--- src/rtl/cpu_pkg.sv ---
// cpu_pkg: definitions shared by the execution unit, its stack and the
// controller. Holds the default datapath width and stack depth, and the
// 4-bit instruction opcode encoding.
package cpu_pkg;

  localparam int WIDTH_DEF = 8;
  localparam int DEPTH_DEF = 8;

  typedef enum logic [3:0] {
    OP_HLT  = 4'h0,
    OP_SKZ  = 4'h1,
    OP_ADD  = 4'h2,
    OP_SUB  = 4'h3,
    OP_MUL  = 4'h4,
    OP_OR   = 4'h5,
    OP_AND  = 4'h6,
    OP_XOR  = 4'h7,
    OP_NOT  = 4'h8,
    OP_STO  = 4'h9,
    OP_LDA  = 4'hA,
    OP_RL   = 4'hB,
    OP_RR   = 4'hC,
    OP_JMP  = 4'hD,
    OP_POP  = 4'hE,
    OP_PUSH = 4'hF
  } opcode_e;

endpackage

--- src/rtl/exec_stack.sv ---
// exec_stack: hardware LIFO used by the execution unit's PUSH/POP opcodes.
// Ports:
//   clk      - clock, all state changes on the rising edge
//   rst      - asynchronous active-low reset (clears sp only)
//   i_push   - push request; ignored when full
//   i_pop    - pop request; ignored when empty
//   i_wdata  - data to push
//   o_rdata  - top-of-stack entry (stack[sp-1]), valid when not empty
//   o_full   - sp == DEPTH
//   o_empty  - sp == 0
module exec_stack
  import cpu_pkg::*;
#(
  parameter int WIDTH = WIDTH_DEF,
  parameter int DEPTH = DEPTH_DEF
) (
  input  logic             clk,
  input  logic             rst,
  input  logic             i_push,
  input  logic             i_pop,
  input  logic [WIDTH-1:0] i_wdata,
  output logic [WIDTH-1:0] o_rdata,
  output logic             o_full,
  output logic             o_empty
);

  // sp counts 0..DEPTH inclusive, so it needs one more state than an index.
  localparam int SPW = $clog2(DEPTH + 1);
  localparam int AW  = (DEPTH > 1) ? $clog2(DEPTH) : 1;

  logic [WIDTH-1:0] r_mem [DEPTH];
  logic [SPW-1:0]   r_sp;
  logic [AW-1:0]    w_wr_idx;
  logic [AW-1:0]    w_rd_idx;
  logic             w_do_push;
  logic             w_do_pop;

  assign w_wr_idx  = AW'(r_sp);
  // Only meaningful when not empty; the pop path is gated on that.
  assign w_rd_idx  = AW'(r_sp - SPW'(1));
  assign o_full    = (r_sp == SPW'(DEPTH));
  assign o_empty   = (r_sp == '0);
  assign w_do_push = i_push && !o_full;
  assign w_do_pop  = i_pop && !o_empty;
  // Combinational read so a POP can load the accumulator on the same edge.
  assign o_rdata   = r_mem[w_rd_idx];

  // Memory contents are not reset.
  always_ff @(posedge clk) begin
    if (w_do_push) begin
      r_mem[w_wr_idx] <= i_wdata;
    end
  end

  always_ff @(posedge clk or negedge rst) begin
    if (!rst) begin
      r_sp <= '0;
    end else if (w_do_push) begin
      r_sp <= r_sp + SPW'(1);
    end else if (w_do_pop) begin
      r_sp <= r_sp - SPW'(1);
    end
  end

endmodule

--- src/rtl/exec_unit.sv ---
// exec_unit: accumulator-based execution unit with ALU, multiply high word,
// carry flag and a hardware stack.
// Ports:
//   clk          - clock
//   rst          - asynchronous active-low reset
//   opcode       - instruction opcode (cpu_pkg::opcode_e encoding)
//   load_acc     - commit strobe; nothing changes unless it is high
//   datactl_ena  - request to drive acc onto the data bus
//   data_in      - memory operand
//   data_out     - always equal to acc
//   data_oe      - always equal to datactl_ena
//   acc          - accumulator
//   zero         - acc == 0
//   carry        - carry/borrow flag from ADD/SUB
//   mul_hi       - upper half of the last MUL product
//   stack_full   - stack holds DEPTH entries
//   stack_empty  - stack holds no entries
//   stack_err    - sticky: bit0 push overflow, bit1 pop underflow
module exec_unit
  import cpu_pkg::*;
#(
  parameter int WIDTH = WIDTH_DEF,
  parameter int DEPTH = DEPTH_DEF
) (
  input  logic             clk,
  input  logic             rst,
  input  logic [3:0]       opcode,
  input  logic             load_acc,
  input  logic             datactl_ena,
  input  logic [WIDTH-1:0] data_in,
  output logic [WIDTH-1:0] data_out,
  output logic             data_oe,
  output logic [WIDTH-1:0] acc,
  output logic             zero,
  output logic             carry,
  output logic [WIDTH-1:0] mul_hi,
  output logic             stack_full,
  output logic             stack_empty,
  output logic [1:0]       stack_err
);

  logic [WIDTH-1:0]   r_acc;
  logic               r_carry;
  logic [WIDTH-1:0]   r_mul_hi;
  logic [1:0]         r_stack_err;

  logic [WIDTH:0]     w_sum;
  logic [WIDTH:0]     w_diff;
  logic [2*WIDTH-1:0] w_prod;
  logic [WIDTH-1:0]   w_pop_data;
  logic               w_push;
  logic               w_pop;
  logic [WIDTH-1:0]   w_acc_next;
  logic               w_carry_next;
  logic [WIDTH-1:0]   w_mul_hi_next;
  logic [1:0]         w_stack_err_next;

  assign w_sum  = {1'b0, r_acc} + {1'b0, data_in};
  // The extra top bit of the difference is the unsigned borrow (data_in > acc).
  assign w_diff = {1'b0, r_acc} - {1'b0, data_in};
  assign w_prod = {{WIDTH{1'b0}}, r_acc} * {{WIDTH{1'b0}}, data_in};

  assign w_push = load_acc && (opcode_e'(opcode) == OP_PUSH);
  assign w_pop  = load_acc && (opcode_e'(opcode) == OP_POP);

  exec_stack #(
    .WIDTH (WIDTH),
    .DEPTH (DEPTH)
  ) u_stack (
    .clk     (clk),
    .rst     (rst),
    .i_push  (w_push),
    .i_pop   (w_pop),
    .i_wdata (r_acc),
    .o_rdata (w_pop_data),
    .o_full  (stack_full),
    .o_empty (stack_empty)
  );

  always_comb begin
    w_acc_next       = r_acc;
    w_carry_next     = r_carry;
    w_mul_hi_next    = r_mul_hi;
    w_stack_err_next = r_stack_err;
    case (opcode_e'(opcode))
      OP_ADD: begin
        w_acc_next   = w_sum[WIDTH-1:0];
        w_carry_next = w_sum[WIDTH];
      end
      OP_SUB: begin
        w_acc_next   = w_diff[WIDTH-1:0];
        w_carry_next = w_diff[WIDTH];
      end
      OP_MUL: begin
        w_acc_next    = w_prod[WIDTH-1:0];
        w_mul_hi_next = w_prod[2*WIDTH-1:WIDTH];
      end
      OP_OR:  w_acc_next = r_acc | data_in;
      OP_AND: w_acc_next = r_acc & data_in;
      OP_XOR: w_acc_next = r_acc ^ data_in;
      OP_NOT: w_acc_next = ~r_acc;
      OP_LDA: w_acc_next = data_in;
      OP_RL:  w_acc_next = {r_acc[WIDTH-2:0], r_acc[WIDTH-1]};
      OP_RR:  w_acc_next = {r_acc[0], r_acc[WIDTH-1:1]};
      OP_PUSH: begin
        if (stack_full) begin
          w_stack_err_next[0] = 1'b1;
        end
      end
      OP_POP: begin
        if (stack_empty) begin
          w_stack_err_next[1] = 1'b1;
        end else begin
          w_acc_next = w_pop_data;
        end
      end
      default: ;  // HLT, SKZ, STO, JMP: no state change here
    endcase
  end

  always_ff @(posedge clk or negedge rst) begin
    if (!rst) begin
      r_acc       <= '0;
      r_carry     <= 1'b0;
      r_mul_hi    <= '0;
      r_stack_err <= '0;
    end else if (load_acc) begin
      r_acc       <= w_acc_next;
      r_carry     <= w_carry_next;
      r_mul_hi    <= w_mul_hi_next;
      r_stack_err <= w_stack_err_next;
    end
  end

  assign acc       = r_acc;
  assign data_out  = r_acc;
  assign data_oe   = datactl_ena;
  assign zero      = (r_acc == '0);
  assign carry     = r_carry;
  assign mul_hi    = r_mul_hi;
  assign stack_err = r_stack_err;

endmodule

--- config.mk ---
export PLATFORM = sky130hd
export DESIGN_NAME = exec_unit
export DESIGN_NICKNAME = d
export VERILOG_FILES = /design/src/rtl/cpu_pkg.sv /design/src/rtl/exec_stack.sv /design/src/rtl/exec_unit.sv
export SDC_FILE = /design/constraint.sdc
export NUM_CORES = 1
export LEC_CHECK = 0
export ABC_AREA = 1
export CELL_PAD_IN_SITES_DETAIL_PLACEMENT = 0
export CELL_PAD_IN_SITES_GLOBAL_PLACEMENT = 2
export CORE_ASPECT_RATIO = 0.8
export CORE_UTILIZATION = 30
export CTS_CLUSTER_SIZE = 25
export DETAILED_ROUTE_END_ITERATION = 6
export GPL_TIMING_DRIVEN = 0
export PLACE_DENSITY_LB_ADDON = 0.1
export SYNTH_ARGS = -nofsm -noshare
export SYNTH_HDL_FRONTEND = slang
export SYNTH_HIERARCHICAL = 1
export SYNTH_SLANG_ARGS = --single-unit
--- constraint.sdc ---
create_clock -name clk -period 9.5 [get_ports clk]
set_input_delay 1.9 -clock clk [delete_from_list [all_inputs] [get_ports clk]]
set_output_delay 1.9 -clock clk [all_outputs]
set_load 0.05 [all_outputs]
==> out/metrics.yaml, run 1 <==
syn_to_final_growth_pct: 15.2
ys_ff_latch: 87
yosysTopAreaCell: "edfxtp_1"
synth-xor-area-share: 0.0138
row_count: 51
post-route-drc-count: 13
final.min_clock_period_ns: 6.46
synth_cell_types: 35
worstMarginPinSlew_ns: 1.18
ios: 47
clockBufferDepth: 2
synth-simple-area-share: 0.272
die_w_um: 179
min_path_cells: 1
overflow: 0
finalNetCount: 1165
wl_per_cell_um: 18.2
cts-root-buf: "clkbuf_16"
required_ns: 9.72
dr.pass1.iters: 7
routed_wl_um: 25000
synth_nets: 1108
maxCapViolCount: 0
ctsHoldBuffers: 0
synth_warnings: 6
drt_iter0_drc: 587
worst_setup_path_start_kind: "input pin"
path_max_fanout: 9
port_buffers: 45
die_area_um2: 25800
numCtsBuffers: 9
post_cts_resized: 0
crit_type: "input pin to flip-flop"
path_clk_slew_ns: 0.07
start_util: 0.308
routed_via_density: 4.76
hp-class: "flip-flop to flip-flop"
grt_start_max_net_pins: 24
clk_latency_ns: 0.35
syn_inst: 992
antenna_found_initial: 0
vias: 6531
setup_tns_ns: 0
worstPathArrival_ns: 6.68
worstSetupEndpointType: "flip-flop"
synth_top_family_by_area: "simple AND/OR/NAND/NOR gates"
nFillCells: 2725
dr_wl_met2_um: 8590
track_usage: 0.204
max_freq_ghz: 0.155
fin_crit_sh: 0.680
gp_congestion: 0.873
setup_violations: 0
highest_layer: "met4"
syn_area_um2: 7540
r2r.worst_path.cells: 14
relSlewSlack: 0.209
grt_pass1_wl_um: 38100
n_antenna_cell: 0
die_y_um: 144
wl_met1_um: 14900
run_status: "finished, violations left"
synth_compound_area_frac: 0.0680
cts_tree: "yes"
drv_slew: 0
postSynthAreaPerCell_um2: 7.61
place_hpwl_um: 19600
violations: "DRC"
ys_seq_area_frac: 0.331
core_um2: 24500
synthAdderAreaFrac: 0.204
layout-drive-gt1-share: 0.0569
synth_area_leaders: "edfxtp_1 25%, nand2_1 14%, ha_1 10%"
grt_pass1_vias: 6112
yosys.area.top_type_share: 0.255
finClkSkew_ns: 0.0113
drtAntennaViolNets: 0
htree_levels: 3
synth_mux_area_frac: 0
route.met3.wl_um: 1310
cts.sinks: 87
finalHoldViolCount: 0
postCtsSetupRepairBufs: 0
rsz0062_at_grt: "no"
==> registers in the layout (all words and copies together) (netlist names) <==
register and cells:
u_stack/r_sp 4, mul_hi 8, acc 8, stack_err 2, carry 1, u_stack/r_mem 64
==> cells in the mapped netlist <==
master      n
nand3_2     1
o21bai_1    3
clkbuf_1   18
nand4_1    11
nor2_1    112
xnor2_1     5
buf_6       3
fa_1       38
a31oi_1     1
nor2_4      5
nand2_4     1
o211ai_1    1
dfrtp_1    23
nand3_1    69
and2_1      1
edfxtp_1   64
buf_4      10
o21ai_0    68
a22oi_1     1
o21a_1      1
nand3b_1    3
ha_1       62
nor3_1      6
inv_2       6
xor2_1      5
nand3b_4    1
or2_2       3
a31o_2      1
nand2_1   277
o21ai_1     1
inv_1     160
buf_2       9
a21o_1      1
xor2_2      1
a21oi_1    20
==> layer usage <==
metal | vias to the layer above | GRT usage
li1 | 3233 | -
met1 | 3126 | 0.366
met2 | 168 | 0.243
met3 | 4 | 0.0251
met4 | 0 | 0.0257
met5 | - | 0
==> critical path, stage by stage <==
cell and delay, ns:
clkdlybuf4s50_1 0.48, clkbuf_1 0.56, nand2_1 0.17, fa_1 0.53, fa_1 0.55, inv_1 0.05
fa_1 0.47, inv_1 0.05, fa_1 0.47, inv_1 0.04, ha_1 0.38, a21oi_1 0.27
o21ai_0 0.23, xnor2_1 0.37, o21ai_0 0.14
==> worst paths after layout <==
path	startpoint	to	slack (ns)
setup / recovery	data_in[3]	mul_hi[0]$_DFFE_PN0P_	3.04
hold / removal	stack_err[0]$_DFFE_PN0P_	stack_err[0]$_DFFE_PN0P_	0.47
min in group asynchronous	rst	mul_hi[1]$_DFFE_PN0P_	1.57
hold reg to reg	stack_err[0]$_DFFE_PN0P_	stack_err[0]$_DFFE_PN0P_	0.47
max in group asynchronous	rst	acc[4]$_DFFE_PN0P_	7.50
setup reg to reg	acc[5]$_DFFE_PN0P_	mul_hi[0]$_DFFE_PN0P_	4.06
==> cells by family after synthesis <==
kind of cell,count (synthesis)
AOI/OAI and AO/OA,98
xor gates and xnor gates,11
adders and majority gates,100
DFF,87
buffers and inverters,206
and+or+nand+nor,490
==> cell type report <==
class,count,area [µm²],share of cell area
Buffer,40,221,0.0255
Clock buffer,9,225,0.0259
Clock inverter,7,66.3,0.00763
Inverter,166,623,0.0717
Multi-Input combinational cell,699,4210,0.484
Sequential cell,87,2500,0.287
Tap cell,318,398,0.0458
Timing Repair Buffer,46,453,0.0521
==> per-stage QoR <==
| step | hold slack [ns] | setup WS [ns] | area, µm² | cells | util |
|---|---|---|---|---|---|
| after floorplan | 0.513 | 4.10 | 7540 | 992 | - |
| after global placement | 0.449 | 2.73 | 8390 | 1355 | 0.343 |
| after detailed placement | 0.446 | 2.75 | 8400 | 1356 | 0.343 |
| after CTS | 0.467 | 3.11 | 8690 | 1372 | 0.355 |
| after global routing | 0.498 | 2.79 | 8690 | 1372 | 0.355 |
| final | 0.470 | 3.04 | 8690 | 1372 | 0.355 |
==> layout by cell type, fill, tap and decap left out, drive strengths merged, types with 11 or more instances in the layout <==
cell / n
inv: 169
edfxtp: 64
o21ai: 69
nand2: 278
nand4: 11
ha: 62
a21oi: 20
nand3: 70
fa: 38
clkbuf: 27
buf: 24
dfrtp: 23
nor2: 117
clkdlybuf4s50: 44
Power of run 1 is left out: the tool's default activity adds up to more than one toggle a clock period on the data nets, which glitch-free logic cannot reach.
==> inputs of run 2 (changes only) <==
Clock period 9.5 ns to 5.9 ns, I/O delays scaled along.
==> out/metrics.yaml, run 2 (synthesis gave the netlist of run 1 again) <==
dr.pass1.iters: 7
antenna_found_initial: 0
rsz0062_at_grt: "no"
vias: 6538
wl_per_cell_um: 18.2
maxCapViolCount: 0
n_antenna_cell: 0
finalHoldViolCount: 0
nFillCells: 2724
setup_tns_ns: 0
r2r.worst_path.cells: 14
fin_crit_sh: 0.954
ios: 47
layout_commonest_cell: "nand2_1"
drv_slew: 0
r2r-start: "acc[5]$_DFFE_PN0P_"
reg2reg_slack_ns: 0.46
port_buffers: 45
largest_reg_flops: 64
hp-class: "flip-flop to flip-flop"
row_count: 51
cts.sinks: 87
holdCritStartpoint: "stack_err[0]$_DFFE_PN0P_"
numCtsBuffers: 9
clockBufferDepth: 2
gp_congestion: 0.873
finalNetCount: 1165
ctsHoldBuffers: 0
grt_pass1_vias: 6112
cts-root-buf: "clkbuf_16"
final_cell_mix: "277 x nand2_1, 160 x inv_1, 112 x nor2_1"
final.min_clock_period_ns: 5.63
die_area_um2: 25800
run_status: "finished, violations left"
routed_via_density: 4.77
clk_latency_ns: 0.35
violations: "DRC"
timing.hold.ws_ns: 0.470
start_util: 0.308
post_cts_resized: 0
setup_violations: 0
worstMarginPinSlew_ns: 1.18
grt_pass1_wl_um: 38100
layout-drive-gt1-share: 0.0588
overflow: 0
worstSetupEndpointType: "flip-flop"
top_register: "u_stack/r_mem"
max_freq_ghz: 0.178
whs_endpoint: "stack_err[0]$_DFFE_PN0P_"
track_usage: 0.204
drtAntennaViolNets: 0
place_hpwl_um: 19600
cts_tree: "yes"
syn_to_final_growth_pct: 15.2
finClkSkew_ns: 0.0113
min_path_cells: 1
path_max_fanout: 9
postCtsSetupRepairBufs: 0
die_w_um: 179
post-route-drc-count: 13
drt_iter0_drc: 587
routed_wl_um: 25000
path_clk_slew_ns: 0.07
crit_type: "input pin to flip-flop"
core_um2: 24500
die_y_um: 144
worstPathArrival_ns: 5.85
worst_setup_path_start_kind: "input pin"
relSlewSlack: 0.209
r2r-end: "mul_hi[0]$_DFFE_PN0P_"
crit_start: "data_in[4]"
required_ns: 6.12
htree_levels: 3
grt_start_max_net_pins: 24
run 2: cell count changes in the layout (fill, tap and decap cells not counted):
cell	delta
clkbuf_1	-2
clkbuf_2	+2
run 2: cell type report:
| type | instances | area, µm² | area share |
|---|---|---|---|
| Multi-Input combinational cell | 699 | 4210 | 0.484 |
| Sequential cell | 87 | 2500 | 0.287 |
| Inverter | 166 | 623 | 0.0717 |
| Timing Repair Buffer | 46 | 453 | 0.0521 |
| Tap cell | 318 | 398 | 0.0458 |
| Clock buffer | 9 | 225 | 0.0259 |
| Buffer | 40 | 224 | 0.0258 |
| Clock inverter | 7 | 66.3 | 0.00763 |
run 2: layer usage:
layer | GRT usage | vias to the layer above | wire length (µm)
met2 | 0.243 | 170 | 8600
met3 | 0.0251 | 4 | 1320
li1 | - | 3231 | -
met1 | 0.366 | 3133 | 14900
met4 | 0.0257 | 0 | 115
met5 | 0 | - | 0
run 2: worst max-delay path by stage:
stage	endpoint	slack, ns
finish	mul_hi[0]$_DFFE_PN0P_	0.27
global route	mul_hi[2]$_DFFE_PN0P_	0.06
CTS	mul_hi[0]$_DFFE_PN0P_	0.23
detailed placement	mul_hi[0]$_DFFE_PN0P_	-0.13
global placement	mul_hi[0]$_DFFE_PN0P_	-0.15
floorplan	mul_hi[3]$_DFFE_PN0P_	1.22
run 2: worst max-delay path, cell delays in order:
cell             delay [ns]
clkdlybuf4s50_1        0.52
clkbuf_1               0.49
nand2_1                0.14
fa_1                   0.49
fa_1                   0.55
inv_1                  0.05
fa_1                   0.47
inv_1                  0.05
fa_1                   0.47
inv_1                  0.04
ha_1                   0.38
a21oi_1                0.27
o21ai_0                0.23
xnor2_1                0.37
o21ai_0                0.14
run 2: per-stage QoR:
stage	cells	area, µm²	utilization	worst slack [ns]
2_1_floorplan	992	7540	-	1.22
3_3_place_gp	1355	8390	0.343	-0.147
3_5_place_dp	1356	8400	0.343	-0.130
4_1_cts	1372	8690	0.355	0.232
5_1_grt	1372	8690	0.355	0.0559
6_report	1372	8690	0.355	0.271
Power of run 2 is left out for the same reason.
==> inputs of run 3 (changes only) <==
Settings changed: CORE_MARGIN set to 10, CORE_UTILIZATION 30 to 33.
==> out/metrics.yaml, run 3 (synthesis gave the netlist of run 1 again) <==
largest_reg_flops: 64
clockBufferDepth: 2
crit_start: "data_in[3]"
fin_crit_sh: 0.953
final.min_clock_period_ns: 5.62
postCtsSetupRepairBufs: 0
die_area_um2: 29300
dr.pass1.iters: 5
final_cell_mix: "277 x nand2_1, 160 x inv_1, 112 x nor2_1"
maxCapViolCount: 0
numCtsBuffers: 9
r2r-start: "acc[5]$_DFFE_PN0P_"
r2r.worst_path.cells: 14
wl_met1_um: 14800
routed_wl_um: 25600
highest_layer: "met4"
grt_start_max_net_pins: 24
setup_violations: 0
dp.cells: 1343
path_cells: "clkdlybuf4s50_1, clkbuf_1, nand2_1, fa_1, fa_1, inv_1, fa_1, inv_1, fa_1, inv_1, ha_1, a21oi_1, o21ai_0, xnor2_1, o21ai_0"
run_status: "finished, final reports clean"
drv_slew: 0
worstMarginPinSlew_ns: 1.22
ios: 47
die_y_um: 155
hp-class: "flip-flop to flip-flop"
required_ns: 6.13
grt_pass1_vias: 6039
overflow: 0
path_max_fanout: 9
port_buffers: 45
path_clk_slew_ns: 0.08
place_hpwl_um: 19800
syn_to_final_growth_pct: 15.1
finClkSkew_ns: 0.0204
htree_levels: 3
worst_setup_path_start_kind: "input pin"
core_um2: 22500
grt_pass1_wl_um: 38900
antenna_found_initial: 0
crit_type: "input pin to flip-flop"
r2r-end: "mul_hi[0]$_DFFE_PN0P_"
layout_commonest_cell: "nand2_1"
die_w_um: 189
post_cts_resized: 0
start_util: 0.335
cpMaxStageDelayCell: "fa_1"
wl_per_cell_um: 18.8
critical_path.max_stage_delay_ns: 0.55
ctsHoldBuffers: 0
fin_cells: 1359
post-route-drc-count: 0
top_register: "u_stack/r_mem"
cts.sinks: 87
rsz0062_at_grt: "no"
track_usage: 0.175
drtAntennaViolNets: 0
finalNetCount: 1164
dr_wl_met2_um: 9460
finalHoldViolCount: 0
layout-drive-gt1-share: 0.0570
reg2reg_slack_ns: 0.42
cp_common_cell: "fa_1"
n_antenna_cell: 0
max_freq_ghz: 0.178
routed_via_density: 4.79
drt_iter0_drc: 600
clk_latency_ns: 0.37
gp_congestion: 0.867
crit_path_end: "mul_hi[0]$_DFFE_PN0P_"
vias: 6507
setup_tns_ns: 0
worstPathArrival_ns: 5.85
worstSetupEndpointType: "flip-flop"
relSlewSlack: 0.180
cts_tree: "yes"
route.met3.wl_um: 1120
row_count: 49
cts-root-buf: "clkbuf_16"
[run 3: changes by cell type in the layout (fill, tap and decap cells not counted)]
cell        change
clkbuf_1        +2
clkbuf_2        -2
buf_4           -1
clkinv_8        +1
clkinvlp_4      -1
nor3_1          -1
nor3_2          +1
[run 3: worst max-delay path: cells and delay by family]
kind / cells / cell delay, ns
AO/OA/AOI/OAI: 3 / 0.66
AND/OR/NAND/NOR: 1 / 0.15
buffers and inverters: 5 / 1.10
adder cells (fa/ha/maj): 5 / 2.40
XOR/XNOR: 1 / 0.36
[run 3: worst min-delay path by stage]
stage / start / end / slack, ns / cells past startpoint
4_1_cts: stack_err[0]$_DFFE_PN0P_ / stack_err[0]$_DFFE_PN0P_ / 0.47 / 1
3_3_place_gp: stack_err[0]$_DFFE_PN0P_ / stack_err[0]$_DFFE_PN0P_ / 0.45 / 1
6_report: stack_err[0]$_DFFE_PN0P_ / stack_err[0]$_DFFE_PN0P_ / 0.47 / 1
5_1_grt: stack_err[0]$_DFFE_PN0P_ / stack_err[0]$_DFFE_PN0P_ / 0.50 / 1
2_1_floorplan: u_stack/r_sp[1]$_DFFE_PN0P_ / u_stack/r_sp[1]$_DFFE_PN0P_ / 0.51 / 2
3_5_place_dp: stack_err[0]$_DFFE_PN0P_ / stack_err[0]$_DFFE_PN0P_ / 0.45 / 1
[run 3: routing by layer]
metal	vias to the layer above	track usage
met5	-	0
met4	0	0.0321
met3	11	0.0239
met2	149	0.219
met1	3129	0.296
li1	3218	-
[run 3: per-stage QoR]
stage / instance area, µm² / util / worst slack (ns) / hold slack (ns)
final: 8680 / 0.386 / 0.279 / 0.473
after global routing: 8680 / 0.386 / 0.121 / 0.497
after CTS: 8680 / 0.386 / 0.271 / 0.475
after detailed placement: 8380 / 0.372 / -0.104 / 0.448
after global placement: 8380 / 0.372 / -0.0833 / 0.446
after floorplan: 7540 / - / 1.22 / 0.513
[run 3: area by class of cell]
cell class                      count  area (µm²)
Buffer                             40         221
Clock buffer                        9         225
Clock inverter                      7        75.1
Fill cell                        2414       13800
Inverter                          166         623
Multi-Input combinational cell    699        4210
Sequential cell                    87        2500
Tap cell                          306         383
Timing Repair Buffer               45         445
Power of run 3 is left out for the same reason.
